==> src/rtl/lc3b_types.sv <==
// Shared LC-3b memory-side types: word, cache line and the cache arbiter state encoding.
package lc3b_types;
  typedef logic [15:0]  lc3b_word;
  typedef logic [127:0] lc3b_cache_line;

  typedef enum logic [1:0] {
    IDLE    = 2'd0,
    SERVE_I = 2'd1,
    SERVE_D = 2'd2
  } lc3b_arb_state;
endpackage

==> src/rtl/cache_arbiter.sv <==
// Shares one physical memory port between I-cache and D-cache with alternating fairness.
// Grant costs one cycle; owner's resp follows pmem_resp combinationally; always one IDLE cycle between jobs.
module cache_arbiter
  import lc3b_types::*;
(
  input  logic           clk,
  input  logic           reset,
  input  logic           icache_pmem_read,
  input  lc3b_word       icache_pmem_address,
  output lc3b_cache_line icache_pmem_rdata,
  output logic           icache_pmem_resp,
  input  logic           dcache_pmem_read,
  input  logic           dcache_pmem_write,
  input  lc3b_word       dcache_pmem_address,
  input  lc3b_cache_line dcache_pmem_wdata,
  output lc3b_cache_line dcache_pmem_rdata,
  output logic           dcache_pmem_resp,
  output logic           pmem_read,
  output logic           pmem_write,
  output lc3b_word       pmem_address,
  output lc3b_cache_line pmem_wdata,
  input  lc3b_cache_line pmem_rdata,
  input  logic           pmem_resp
);

  lc3b_arb_state  r_state;
  lc3b_arb_state  w_next_state;
  logic           r_last_grant_d;
  lc3b_word       r_addr;
  lc3b_cache_line r_wdata;
  logic           r_op_read;
  logic           r_op_write;
  logic           w_i_pend;
  logic           w_d_pend;
  logic           w_start;
  logic           w_done;

  assign w_i_pend = icache_pmem_read;
  assign w_d_pend = dcache_pmem_read | dcache_pmem_write;
  assign w_start  = (r_state == IDLE) && (w_next_state != IDLE);
  assign w_done   = (r_state != IDLE) && pmem_resp;

  always_ff @(posedge clk or posedge reset) begin
    if (reset) r_state <= IDLE;
    else       r_state <= w_next_state;
  end

  // On a tie, the requester that did not win last time gets the port.
  always_comb begin
    w_next_state = r_state;
    unique case (r_state)
      IDLE: begin
        if (w_i_pend && w_d_pend) w_next_state = r_last_grant_d ? SERVE_I : SERVE_D;
        else if (w_i_pend)        w_next_state = SERVE_I;
        else if (w_d_pend)        w_next_state = SERVE_D;
        else                      w_next_state = IDLE;
      end
      SERVE_I: if (pmem_resp) w_next_state = IDLE;
      SERVE_D: if (pmem_resp) w_next_state = IDLE;
      default: w_next_state = IDLE;
    endcase
  end

  always_comb begin
    pmem_read        = (r_state != IDLE) && r_op_read;
    pmem_write       = (r_state != IDLE) && r_op_write;
    icache_pmem_resp = (r_state == SERVE_I) && pmem_resp;
    dcache_pmem_resp = (r_state == SERVE_D) && pmem_resp;
  end

  // A simultaneous D read+write is treated as a write-back only.
  always_ff @(posedge clk or posedge reset) begin
    if (reset) begin
      r_last_grant_d <= 1'b0;
      r_addr         <= '0;
      r_wdata        <= '0;
      r_op_read      <= 1'b0;
      r_op_write     <= 1'b0;
    end else begin
      if (w_start) begin
        if (w_next_state == SERVE_D) begin
          r_addr     <= dcache_pmem_address;
          r_wdata    <= dcache_pmem_wdata;
          r_op_write <= dcache_pmem_write;
          r_op_read  <= dcache_pmem_read & ~dcache_pmem_write;
        end else begin
          r_addr     <= icache_pmem_address;
          r_op_write <= 1'b0;
          r_op_read  <= 1'b1;
        end
      end
      if (w_done) r_last_grant_d <= (r_state == SERVE_D);
    end
  end

  assign pmem_address      = r_addr;
  assign pmem_wdata        = r_wdata;
  assign icache_pmem_rdata = pmem_rdata;
  assign dcache_pmem_rdata = pmem_rdata;

endmodule

==> config.mk <==
export PLATFORM = sky130hd
export DESIGN_NAME = cache_arbiter
export DESIGN_NICKNAME = d
export VERILOG_FILES = /design/src/rtl/lc3b_types.sv /design/src/rtl/cache_arbiter.sv
export SDC_FILE = /design/constraint.sdc
export NUM_CORES = 1
export LEC_CHECK = 0
export ABC_AREA = 0
export CORE_AREA = 10 10 263 265
export CTS_BUF_LIST = sky130_fd_sc_hd__clkbuf_2
export CTS_CLUSTER_DIAMETER = 80
export DETAILED_ROUTE_END_ITERATION = 6
export DIE_AREA = 0 0 273 275
export DONT_BUFFER_PORTS = 1
export GPL_ROUTABILITY_DRIVEN = 0
export GPL_TIMING_DRIVEN = 0
export PLACE_DENSITY = 0.3
export SLEW_MARGIN = 40
export SYNTH_ARGS = -nofsm -noshare
export SYNTH_HDL_FRONTEND = slang
export SYNTH_SLANG_ARGS = --single-unit
==> constraint.sdc <==
create_clock -name clk -period 6.8 [get_ports clk]
set_input_delay 1.02 -clock clk [delete_from_list [all_inputs] [get_ports clk]]
set_output_delay 1.02 -clock clk [all_outputs]
set_load 0.1 [all_outputs]
* Word level (Yosys, flattened, before mapping)
Index checks and enable logic that the tools add are counted.
** Cells by class
- $add $sub $neg :: 0
- $lt $le $gt $ge :: 0
- Multipliers :: 0
- Equality and inequality tests :: 3
- Multiplexer cells :: 9
- Reduce and logical (&&, ||, !) cells :: 12
- Bitwise operators :: 3
- Shift-type cells :: 0
- Div/mod/pow operators :: 0
** Operators by type and width (number)
- 16-bit two-way mux :: 1
- 2-bit two-way mux :: 5
- 1-bit logical AND :: 7
- 2-bit equality test, second input constant :: 2
- 2-bit case mux with 2 select lines :: 1
- 2-bit nonzero test :: 2
- 2-bit by 1-bit equality test with 1-bit output, second input constant :: 1
- 2-bit zero test :: 1
- 1-bit two-way mux :: 2
- 2-bit AND reduction :: 1
- 2-bit OR reduction :: 1
- 1-bit AND :: 1
- 1-bit inverter :: 1
- 1-bit OR :: 1
** Storage, ports and cells
- Bits of input ports :: 294
- Latch bits :: 0
- Register bits after elaboration :: 149
- Output and inout port bits :: 404
- Memories kept :: 0
- RAM bits :: 0
- Bits in read-only memories :: 0

* Logic depth before layout (Yosys ltp)
Gate-level depths: netlist (run 1).
- Word-level depth :: 8
- Depth in mapped cells :: 9
- Depth with buffers taken out :: 7

* Worst setup path after synthesis (run 1)
No wires, ideal clock.
- Kind :: register to output
- Start point :: reg r_state[0]
- End point :: out pmem_read
- Data required time :: 5.780 ns
- Cell stages (with the launch flop) :: 4
- Buffers on the path :: 0
- Arrival time :: 2.034 ns
- Path slack :: 3.746 ns
- Cell sequence :: dfrtp_1 > inv_1 > ha_1 > nor2b_1
** Between the ends
- Longest elaborated chain between the ends :: 2
** RTL lines
- from (decl) :: RTL line cache_arbiter.sv:26 : lc3b_arb_state r_state;
- from (signal assigned) :: RTL line cache_arbiter.sv:45 : else r_state <= w_next_state;
- 2-bit nonzero test :: RTL line cache_arbiter.sv:65 : pmem_read = (r_state != IDLE) && r_op_read;
- 1-bit logical AND :: RTL line cache_arbiter.sv:65
- to (decl) :: RTL line cache_arbiter.sv:18 : output logic pmem_read,
No other way between the ends.

* Worst setup path after layout (run 1)
- Start point :: reg r_state[0]
- End point :: reg r_addr[1] (netlist: pmem_address[1])
** Between the ends
- Longest elaborated chain between the ends :: 5
- Elaborated cells on any way between the ends :: 10
- Those cells by class :: eq/ne (3); mux (3); reduce/logical (4)
** RTL lines
- 2-bit by 1-bit equality test with 1-bit output or 2-bit equality test (tied branches) :: RTL line cache_arbiter.sv:51 : unique case (r_state)
- 2-bit OR reduction (no source line)
- 2-bit case mux with 2 select lines * :: RTL line cache_arbiter.sv:51
- net w_next_state[1] :: RTL line cache_arbiter.sv:27 : lc3b_arb_state w_next_state;
- 2-bit equality test or 2-bit nonzero test (tied branches) :: RTL line cache_arbiter.sv:81, cache_arbiter.sv:40
- 16-bit two-way mux or 1-bit logical AND (tied branches) :: RTL line cache_arbiter.sv:81, cache_arbiter.sv:40
- to (signal assigned) :: RTL line cache_arbiter.sv:82 : r_addr <= dcache_pmem_address;
- to (signal assigned) :: RTL line cache_arbiter.sv:87 : r_addr <= icache_pmem_address;
- to (decl) :: RTL line cache_arbiter.sv:29 : lc3b_word r_addr;
Mark *: on every way through the listed nets, which the timed path passes. The rest lies on a longest branch.
A chain may end at the register's enable or synchronous reset.

==> results of run 1 <==
==> final cells by class <==
type	count	area [sq um]
clock inverter	15	145
inverter	6	30.0
buffer	280	2140
multi-input combinational	222	2410
antenna	6	15.0
sequential	149	3910
timing repair buffer	167	1720
tap	855	1070
fill	6966	52400
clock buffer	17	85.1
==> per-layer routing <==
metal	vias to the layer above	global-route usage (%)	wire, um
met3	30	5.17	4580
li1	2330	-	-
met1	2673	9.17	12600
met5	-	0	21
met4	4	3.10	497
met2	400	15.8	18900
==> path summary, 6_finish.rpt <==
check                                         from          endpoint  slack, ps  cells past startpoint
min in group asynchronous                    reset    pmem_wdata[75]        490                      2
max                                     r_state[0]   pmem_address[1]       3220                     10
min reg2reg                              r_op_read         r_op_read        560                      1
min                        dcache_pmem_address[14]  pmem_address[14]        320                      2
max reg2reg                             r_state[0]   pmem_address[1]       3220                     10
max in group asynchronous                    reset    pmem_wdata[32]       5530                      3
==> cells in the final DEF, fill, tap and decap left out, drive strengths merged, types with 6 or more instances in the layout <==
master,instances
buf,279
dlygate4sd3,163
dfrtp,149
mux2,129
clkbuf,22
o21ai,18
nand3,17
a21oi,17
a31oi,16
inv,12
clkinv,7
diode,6
==> flip-flops by register name, summed over array words and instances (netlist names) <==
name / count
pmem_address: 16
pmem_wdata: 128
r_last_grant_d: 1
r_op_read: 1
r_op_write: 1
r_state: 2
==> worst max-delay path: stages, from the launching register on <==
cell and delay, ps:
dfrtp_1 510, inv_1 80, ha_1 320, nor2b_1 180, buf_2 210, a21oi_2 520
clkinv_1 510, buf_2 340, nand3_1 100, a31oi_1 90, dlygate4sd3_1 570
==> cell families after synthesis <==
family | Yosys count | share of synthesized area, %
buf+inv | 286 | 26.1
mux | 129 | 22.0
compound gates | 58 | 4.23
fa+ha+maj | 4 | 0.604
flops | 149 | 45.0
simple gates | 31 | 2.08
==> stage by stage <==
| stage | utilization, % | hold WS, ps | setup TNS, ps | area [sq um] |
|---|---|---|---|---|
| after floorplan | - | 473 | 0 | 8290 |
| after detailed placement | 15.1 | 507 | 0 | 9650 |
| after global placement | 14.7 | 487 | -130350 | 9360 |
| after global routing | 18.0 | 110 | 0 | 11500 |
| final | 18.0 | 316 | 0 | 11500 |
| after CTS | 18.0 | 19.9 | 0 | 11500 |
==> impl_metrics.toml, run 1 <==
[worst_setup_path]
critical_path_arrival_ps = 4420
crit_fanout = 10
crit_required_ps = 7640
end_kind = "register"
start_kind = "register"
critPathKind = "register to register"

[min_path]
worstHoldPathType = "input pin to register"

[sta]
worst_slack_ps = 3220
period_needed_ps = 3580
finalSetupViolCount = 0
finClkSkew_ps = 77.0
max_freq_mhz = 280
fin_crit_sh_pct = 52.6
hold_violations = 0
drv_slew = 0
rsz0062_at_grt = "no"
max_slew_margin_pct = 45.7
tightest_slew_ps = 810

[yosys]
ys.flop_type = "dfrtp_1"
synth.cell_area_sq_mm = 0.00829
async_flop_share_pct = 100
ys_seq_area_share_pct = 45.0
synthTopCellsByCount = "256 x buf_4, 149 x dfrtp_1, 98 x mux2_4"
synth_cell_types = 32
synth_warnings = 0
ys_seq_elements = 149
synth_cells = 657
synth_top_cell_area_share_pct = 45.0
synthMostInstantiatedCell = "buf_4"
yosysTopAreaCell = "dfrtp_1"
syn_area_per_cell_sq_um = 12.6
synth.area.top_cells = "dfrtp_1 45%, buf_4 23%, mux2_4 18%"
synth_edf_count = 0
syn-num-nets = 955

[global_route]
grtUsageTotal_pct = 9.16
overflow = 0
antenna_found_initial = 10
grt_pass1_vias = 6353
grt_pass1_wl_mm = 49.7
grt_max_degree = 70

[detailed_routing]
drt_iter0_drc = 194
drc_errors = 0
wl_per_cell_um = 21.3
drt_first_pass_iters = 4
via_count = 5437
antenna_left = 0
wirelength_mm = 36.6
via_per_inst = 3.17

[clocking]
cts_hold_buf = 163
cts_tree = "yes"
cts_resized = 0
clock-sinks = 149
post_cts_buffers = 0
clk-insertion-delay-late_ps = 970
cts-root-buf = "clkbuf_2"
cts_max_path_buffers = 2
numCtsBuffers = 17
clk_pin_slew_worst_paths_ps = 330
htree_levels = 4

[die]
chipHeight_um = 275
rows = 93
io_pins = 698
start_util_pct = 13.0
core_sq_mm = 0.0639
die_area_sq_mm = 0.0751
die_x_um = 273

[final_layout]
fin_nets = 1141
final_cell_count_no_fill = 1717
syn2layout_area_growth_pct = 39.0
drive_above_1_share_pct = 68.9

[place]
io_buffers = 0
dp.cells = 1516
hpwl_mm = 29.6
pre_cts_slack_ps = 3800

[flow_run]
drv_cap = 0

[outcome]
outcome = "completed"
Power of run 1 is not shown: default switching activity piles up to over one toggle a cycle in this logic, so the estimate is an artifact.
==> run 2: changes to the inputs <==
==> constraint.sdc (replaced) <==
create_clock -name clk -period 2.9 [get_ports clk]
set_input_delay 0.435 -clock clk [delete_from_list [all_inputs] [get_ports clk]]
set_output_delay 0.435 -clock clk [all_outputs]
set_load 0.1 [all_outputs]
==> impl_metrics.toml, run 2 <==
[outcome]
outcome = "aborted with a tool error"
outcome.stop_stage = "clock tree synthesis"
error = "[ERROR RSZ-0060] Max buffer count reached."

[place]
pre_cts_slack_ps = -230
io_buffers = 0
hpwl_mm = 28.9
dp.cells = 1526

[clocking]
clock-sinks = 149
numCtsBuffers = 17
cts_hold_buf = 313
cts_max_path_buffers = 2
htree_levels = 4
cts-root-buf = "clkbuf_2"
cts_resized = 7
post_cts_buffers = 3

[yosys]
synth.area.top_cells = "dfrtp_1 45%, buf_4 23%, mux2_4 18%"
synth_warnings = 0
syn-num-nets = 955
yosysTopAreaCell = "dfrtp_1"
synth_cell_types = 32
synth.cell_area_sq_mm = 0.00829
syn_area_per_cell_sq_um = 12.6
ys.flop_type = "dfrtp_1"
synthMostInstantiatedCell = "buf_4"
synthTopCellsByCount = "256 x buf_4, 149 x dfrtp_1, 98 x mux2_4"
ys_seq_area_share_pct = 45.0
synth_top_cell_area_share_pct = 45.0
synth_edf_count = 0
async_flop_share_pct = 100
ys_seq_elements = 149
synth_cells = 657

[die]
chipHeight_um = 275
die_x_um = 273
io_pins = 698
start_util_pct = 13.0
rows = 93
[run 2: cell counts after synthesis]
No cell type changed its count.
[run 2: cells by family after synthesis]
| group | Yosys count | synth area share (%) |
|---|---|---|
| flops | 149 | 45.0 |
| simple gates | 31 | 2.08 |
| buf+inv | 286 | 26.1 |
| fa+ha+maj | 4 | 0.604 |
| compound gates | 58 | 4.23 |
| mux | 129 | 22.0 |
[run 2: per-stage QoR]
stage | instance area (sq um) | hold slack, ps | util (%)
detailed placement | 9820 | 282 | 15.4
global placement | 9360 | 494 | 14.7
floorplan | 8290 | 473 | -
==> run 3: changes to the inputs <==
--- a/config.mk
+++ b/config.mk
@@ -6,15 +6,13 @@
 export NUM_CORES = 1
 export LEC_CHECK = 0
 export ABC_AREA = 0
-export CORE_AREA = 10 10 263 265
-export CTS_BUF_LIST = sky130_fd_sc_hd__clkbuf_2
-export CTS_CLUSTER_DIAMETER = 80
+export CORE_AREA = 10 10 262 264
 export DETAILED_ROUTE_END_ITERATION = 6
-export DIE_AREA = 0 0 273 275
+export DIE_AREA = 0 0 272 274
 export DONT_BUFFER_PORTS = 1
 export GPL_ROUTABILITY_DRIVEN = 0
 export GPL_TIMING_DRIVEN = 0
-export PLACE_DENSITY = 0.3
+export PLACE_DENSITY_LB_ADDON = 0.15
 export SLEW_MARGIN = 40
 export SYNTH_ARGS = -nofsm -noshare
 export SYNTH_HDL_FRONTEND = slang
==> constraint.sdc (replaced) <==
create_clock -name clk -period 3.77 [get_ports clk]
set_input_delay 0.5655 -clock clk [delete_from_list [all_inputs] [get_ports clk]]
set_output_delay 0.5655 -clock clk [all_outputs]
set_load 0.1 [all_outputs]
==> impl_metrics.toml, run 3 (synthesis results as in run 1) <==
[sta]
period_needed_ps = 2830
hold_violations = 0
rsz0062_at_grt = "no"
drv_slew = 0
tightest_slew_ps = 781
fin_crit_sh_pct = 75.1
finClkSkew_ps = 22.0
finalSetupViolCount = 0
max_freq_mhz = 353
max_slew_margin_pct = 47.6

[die]
io_pins = 698
chipHeight_um = 274
core_sq_mm = 0.0636
die_area_sq_mm = 0.0745
rows = 93
start_util_pct = 13.0
die_x_um = 272

[clocking]
post_cts_buffers = 0
clk_pin_slew_worst_paths_ps = 80
cts_max_path_buffers = 2
clk-insertion-delay-late_ps = 470
cts-root-buf = "clkbuf_16"
numCtsBuffers = 17
cts_tree = "yes"
htree_levels = 4
clock-sinks = 149

[outcome]
outcome = "completed"

[detailed_routing]
via_per_inst = 3.11
drt_first_pass_iters = 4
via_count = 4820
antenna_left = 0
drt_iter0_drc = 196
wl_per_cell_um = 22.6
drc_errors = 0
wirelength_mm = 35.1

[global_route]
grtUsageTotal_pct = 8.92
grt_max_degree = 22
overflow = 0
antenna_found_initial = 5
grt_pass1_vias = 5814
grt_pass1_wl_mm = 47.2

[worst_setup_path]
cp-endpoint = "pmem_address[15]"
r2r-end = "pmem_address[15]"
critPathKind = "register to register"
crit_required_ps = 4090
start_kind = "register"
end_kind = "register"
crit_fanout = 10
r2r.worst_path.cells = 9
rr_startpoint = "r_state[1]"
crit_start = "r_state[1]"
r2r_slack_ps = 940
critical_path_arrival_ps = 3150

[final_layout]
drive_above_1_share_pct = 85.2
fin_nets = 983
largest_register_ffs = 128
layout_common_cells = "256 x buf_4, 144 x dfrtp_2, 98 x mux2_4"
postLayoutCellArea_sq_mm = 0.0103
final_common_cell = "buf_4"
ff_latch_area_sq_mm = 0.00391
multi_input_area_sq_mm = 0.00241
num_antenna_cells = 0
syn2layout_area_growth_pct = 24.6
nFillCells = 7094
utilization_pct = 16.2

[place]
hpwl_mm = 29.5
placed_cell_area_sq_mm = 0.00973
io_buffers = 0

[min_path]
worstHoldPathType = "input pin to register"

[flow_run]
drv_cap = 0
## run 3: how the worst min path moves through the flow
stage,start,end,slack (ps),depth (start not counted)
after floorplan,r_op_write,r_op_write,470,2
after global placement,r_op_read,r_op_read,490,1
after detailed placement,reset,pmem_address[2],430,1
after CTS,dcache_pmem_wdata[68],pmem_wdata[68],170,1
after global routing,dcache_pmem_wdata[36],pmem_wdata[36],190,1
final,dcache_pmem_wdata[31],pmem_wdata[31],240,1
## run 3: what timing repair did
| item | CTS | global route |
|---|---|---|
| hold buffers | 1 | 0 |
| endpoints found under the setup margin | 0 | 0 |
| resized for setup | 0 | 0 |
| endpoints found under the hold margin | 8 | 0 |
## run 3: per-layer routing
layer	GRT usage [%]	share of wire, %	routed length [um]
met1	8.25	32	11100
met2	16.2	54	19000
met3	5.03	12	4290
met4	3.10	2.0	703
met5	0	0.051	18
## run 3: final cells by class
cell class | instances | share of cell area (%)
timing repair buffer | 9 | 1.82
tap | 855 | 10.4
clock inverter | 10 | 1.19
buffer | 280 | 20.8
inverter | 6 | 0.254
clock buffer | 21 | 4.46
sequential | 149 | 37.8
multi-input combinational | 222 | 23.3
## run 3: critical path, cell delays in order (launching register included)
cell      delay, ps
dfrtp_1         440
inv_1           110
ha_1            320
nor2b_1         180
buf_2           200
a21oi_2         460
clkinv_1        410
buf_2           330
nand3_1         120
a31oi_1          90
## run 3: metrics by stage
stage	setup TNS (ps)	cells	worst slack, ps	hold WS, ps
global placement	-6190	1512	-73.1	488
finish	0	1552	940	237
detailed placement	0	1520	878	425
global route	0	1552	633	192
floorplan	0	657	1170	473
CTS	0	1552	826	170
Power of run 3 is left out for the same reason.
==> run 4: changes to the inputs <==
==> constraint.sdc (replaced) <==
create_clock -name clk -period 2.9 [get_ports clk]
set_input_delay 0.435 -clock clk [delete_from_list [all_inputs] [get_ports clk]]
set_output_delay 0.435 -clock clk [all_outputs]
set_load 0.1 [all_outputs]
==> impl_metrics.toml, run 4 (synthesis results as in run 1) <==
[outcome]
outcome = "completed"

[detailed_routing]
via_per_inst = 3.09
drc_errors = 0
wl_per_cell_um = 22.7
antenna_left = 0
wirelength_mm = 35.2
drt_iter0_drc = 175
via_count = 4794
drt_first_pass_iters = 4

[worst_setup_path]
r2r.worst_path.cells = 9
critical_path_arrival_ps = 2960
r2r_slack_ps = 280
critPathKind = "register to register"
rr_startpoint = "r_state[1]"
start_kind = "register"
crit_required_ps = 3240
crit_start = "r_state[1]"
end_kind = "register"
cp-endpoint = "pmem_wdata[47]"
crit_fanout = 10
r2r-end = "pmem_wdata[47]"

[place]
io_buffers = 0
dp.cells = 1520
hpwl_mm = 29.5

[die]
start_util_pct = 13.0
die_area_sq_mm = 0.0745
chipHeight_um = 274
core_sq_mm = 0.0636
io_pins = 698
die_x_um = 272
rows = 93

[clocking]
cts_max_path_buffers = 2
cts-root-buf = "clkbuf_16"
cts_tree = "yes"
clk_pin_slew_worst_paths_ps = 80
clock-sinks = 149
post_cts_buffers = 0
numCtsBuffers = 17
clk-insertion-delay-late_ps = 470
htree_levels = 4

[sta]
max_freq_mhz = 381
max_slew_margin_pct = 47.6
rsz0062_at_grt = "no"
finClkSkew_ps = 22.0
hold_ws_ps = 107
fin_crit_sh_pct = 90.5
drv_slew = 0
period_needed_ps = 2620
hold_violations = 0
finalSetupViolCount = 0
tightest_slew_ps = 784

[final_layout]
layout_common_cells = "256 x buf_4, 144 x dfrtp_2, 98 x mux2_4"
final_common_cell = "buf_4"
drive_above_1_share_pct = 85.5
num_antenna_cells = 0
largest_register_ffs = 128
syn2layout_area_growth_pct = 24.9
fin_nets = 983
utilization_pct = 16.3
final_cell_count_no_fill = 1552

[global_route]
grtUsageTotal_pct = 8.92
grt_max_degree = 22
overflow = 0
grt_pass1_vias = 5814
antenna_found_initial = 5
grt_pass1_wl_mm = 47.2

[flow_run]
drv_cap = 0

[min_path]
worstHoldPathType = "input pin to register"
==> run 4: layout make-up <==
cell class / count / area (sq um)
Clock inverter: 10 / 123
Multi-Input combinational cell: 222 / 2440
Buffer: 280 / 2140
Fill cell: 7093 / 53300
Clock buffer: 21 / 460
Inverter: 6 / 26.3
Timing Repair Buffer: 9 / 188
Sequential cell: 149 / 3910
Tap cell: 855 / 1070
==> run 4: stage by stage <==
stage	TNS [ps]	area [sq um]	worst slack, ps
3_3_place_gp	-116280	9360	-813
4_1_cts	0	10300	34.0
3_5_place_dp	0	9730	8.27
5_1_grt	0	10400	64.0
2_1_floorplan	0	8290	431
6_report	0	10400	275
==> run 4: what timing repair did <==
action | in CTS | in global routing
gates resized for setup | 1 | 3
endpoints found under the setup margin | 9 | 11
hold endpoints to repair | 12 | 0
hold buffers | 1 | 0
pin swaps | 0 | 0
==> run 4: how the worst min path moves through the flow <==
stage | startpoint | slack, ps | endpoint | depth (start not counted)
2_1_floorplan | r_op_write | 470 | r_op_write | 2
3_3_place_gp | r_op_read | 490 | r_op_read | 1
3_5_place_dp | reset | 290 | pmem_address[2] | 1
4_1_cts | dcache_pmem_wdata[68] | 40 | pmem_wdata[68] | 1
5_1_grt | dcache_pmem_wdata[36] | 60 | pmem_wdata[36] | 1
6_report | dcache_pmem_wdata[31] | 110 | pmem_wdata[31] | 1
==> run 4: worst max-delay path, cell delays in order (launching register included) <==
cell and delay, ps:
dfrtp_1 440, inv_1 130, ha_2 300, nand2_1 190
o21a_1 230, buf_6 140, nand3_2 180, buf_6 270
buf_6 270, mux2_4 320
==> run 4: per-layer routing <==
metal,GRT usage [%],up-vias,share of wire [%]
li1,-,2005,-
met1,8.26,2387,32
met2,16.2,364,54
met3,5.03,34,12
met4,3.10,4,2.0
met5,0,-,0.051
Power of run 4 is left out for the same reason.
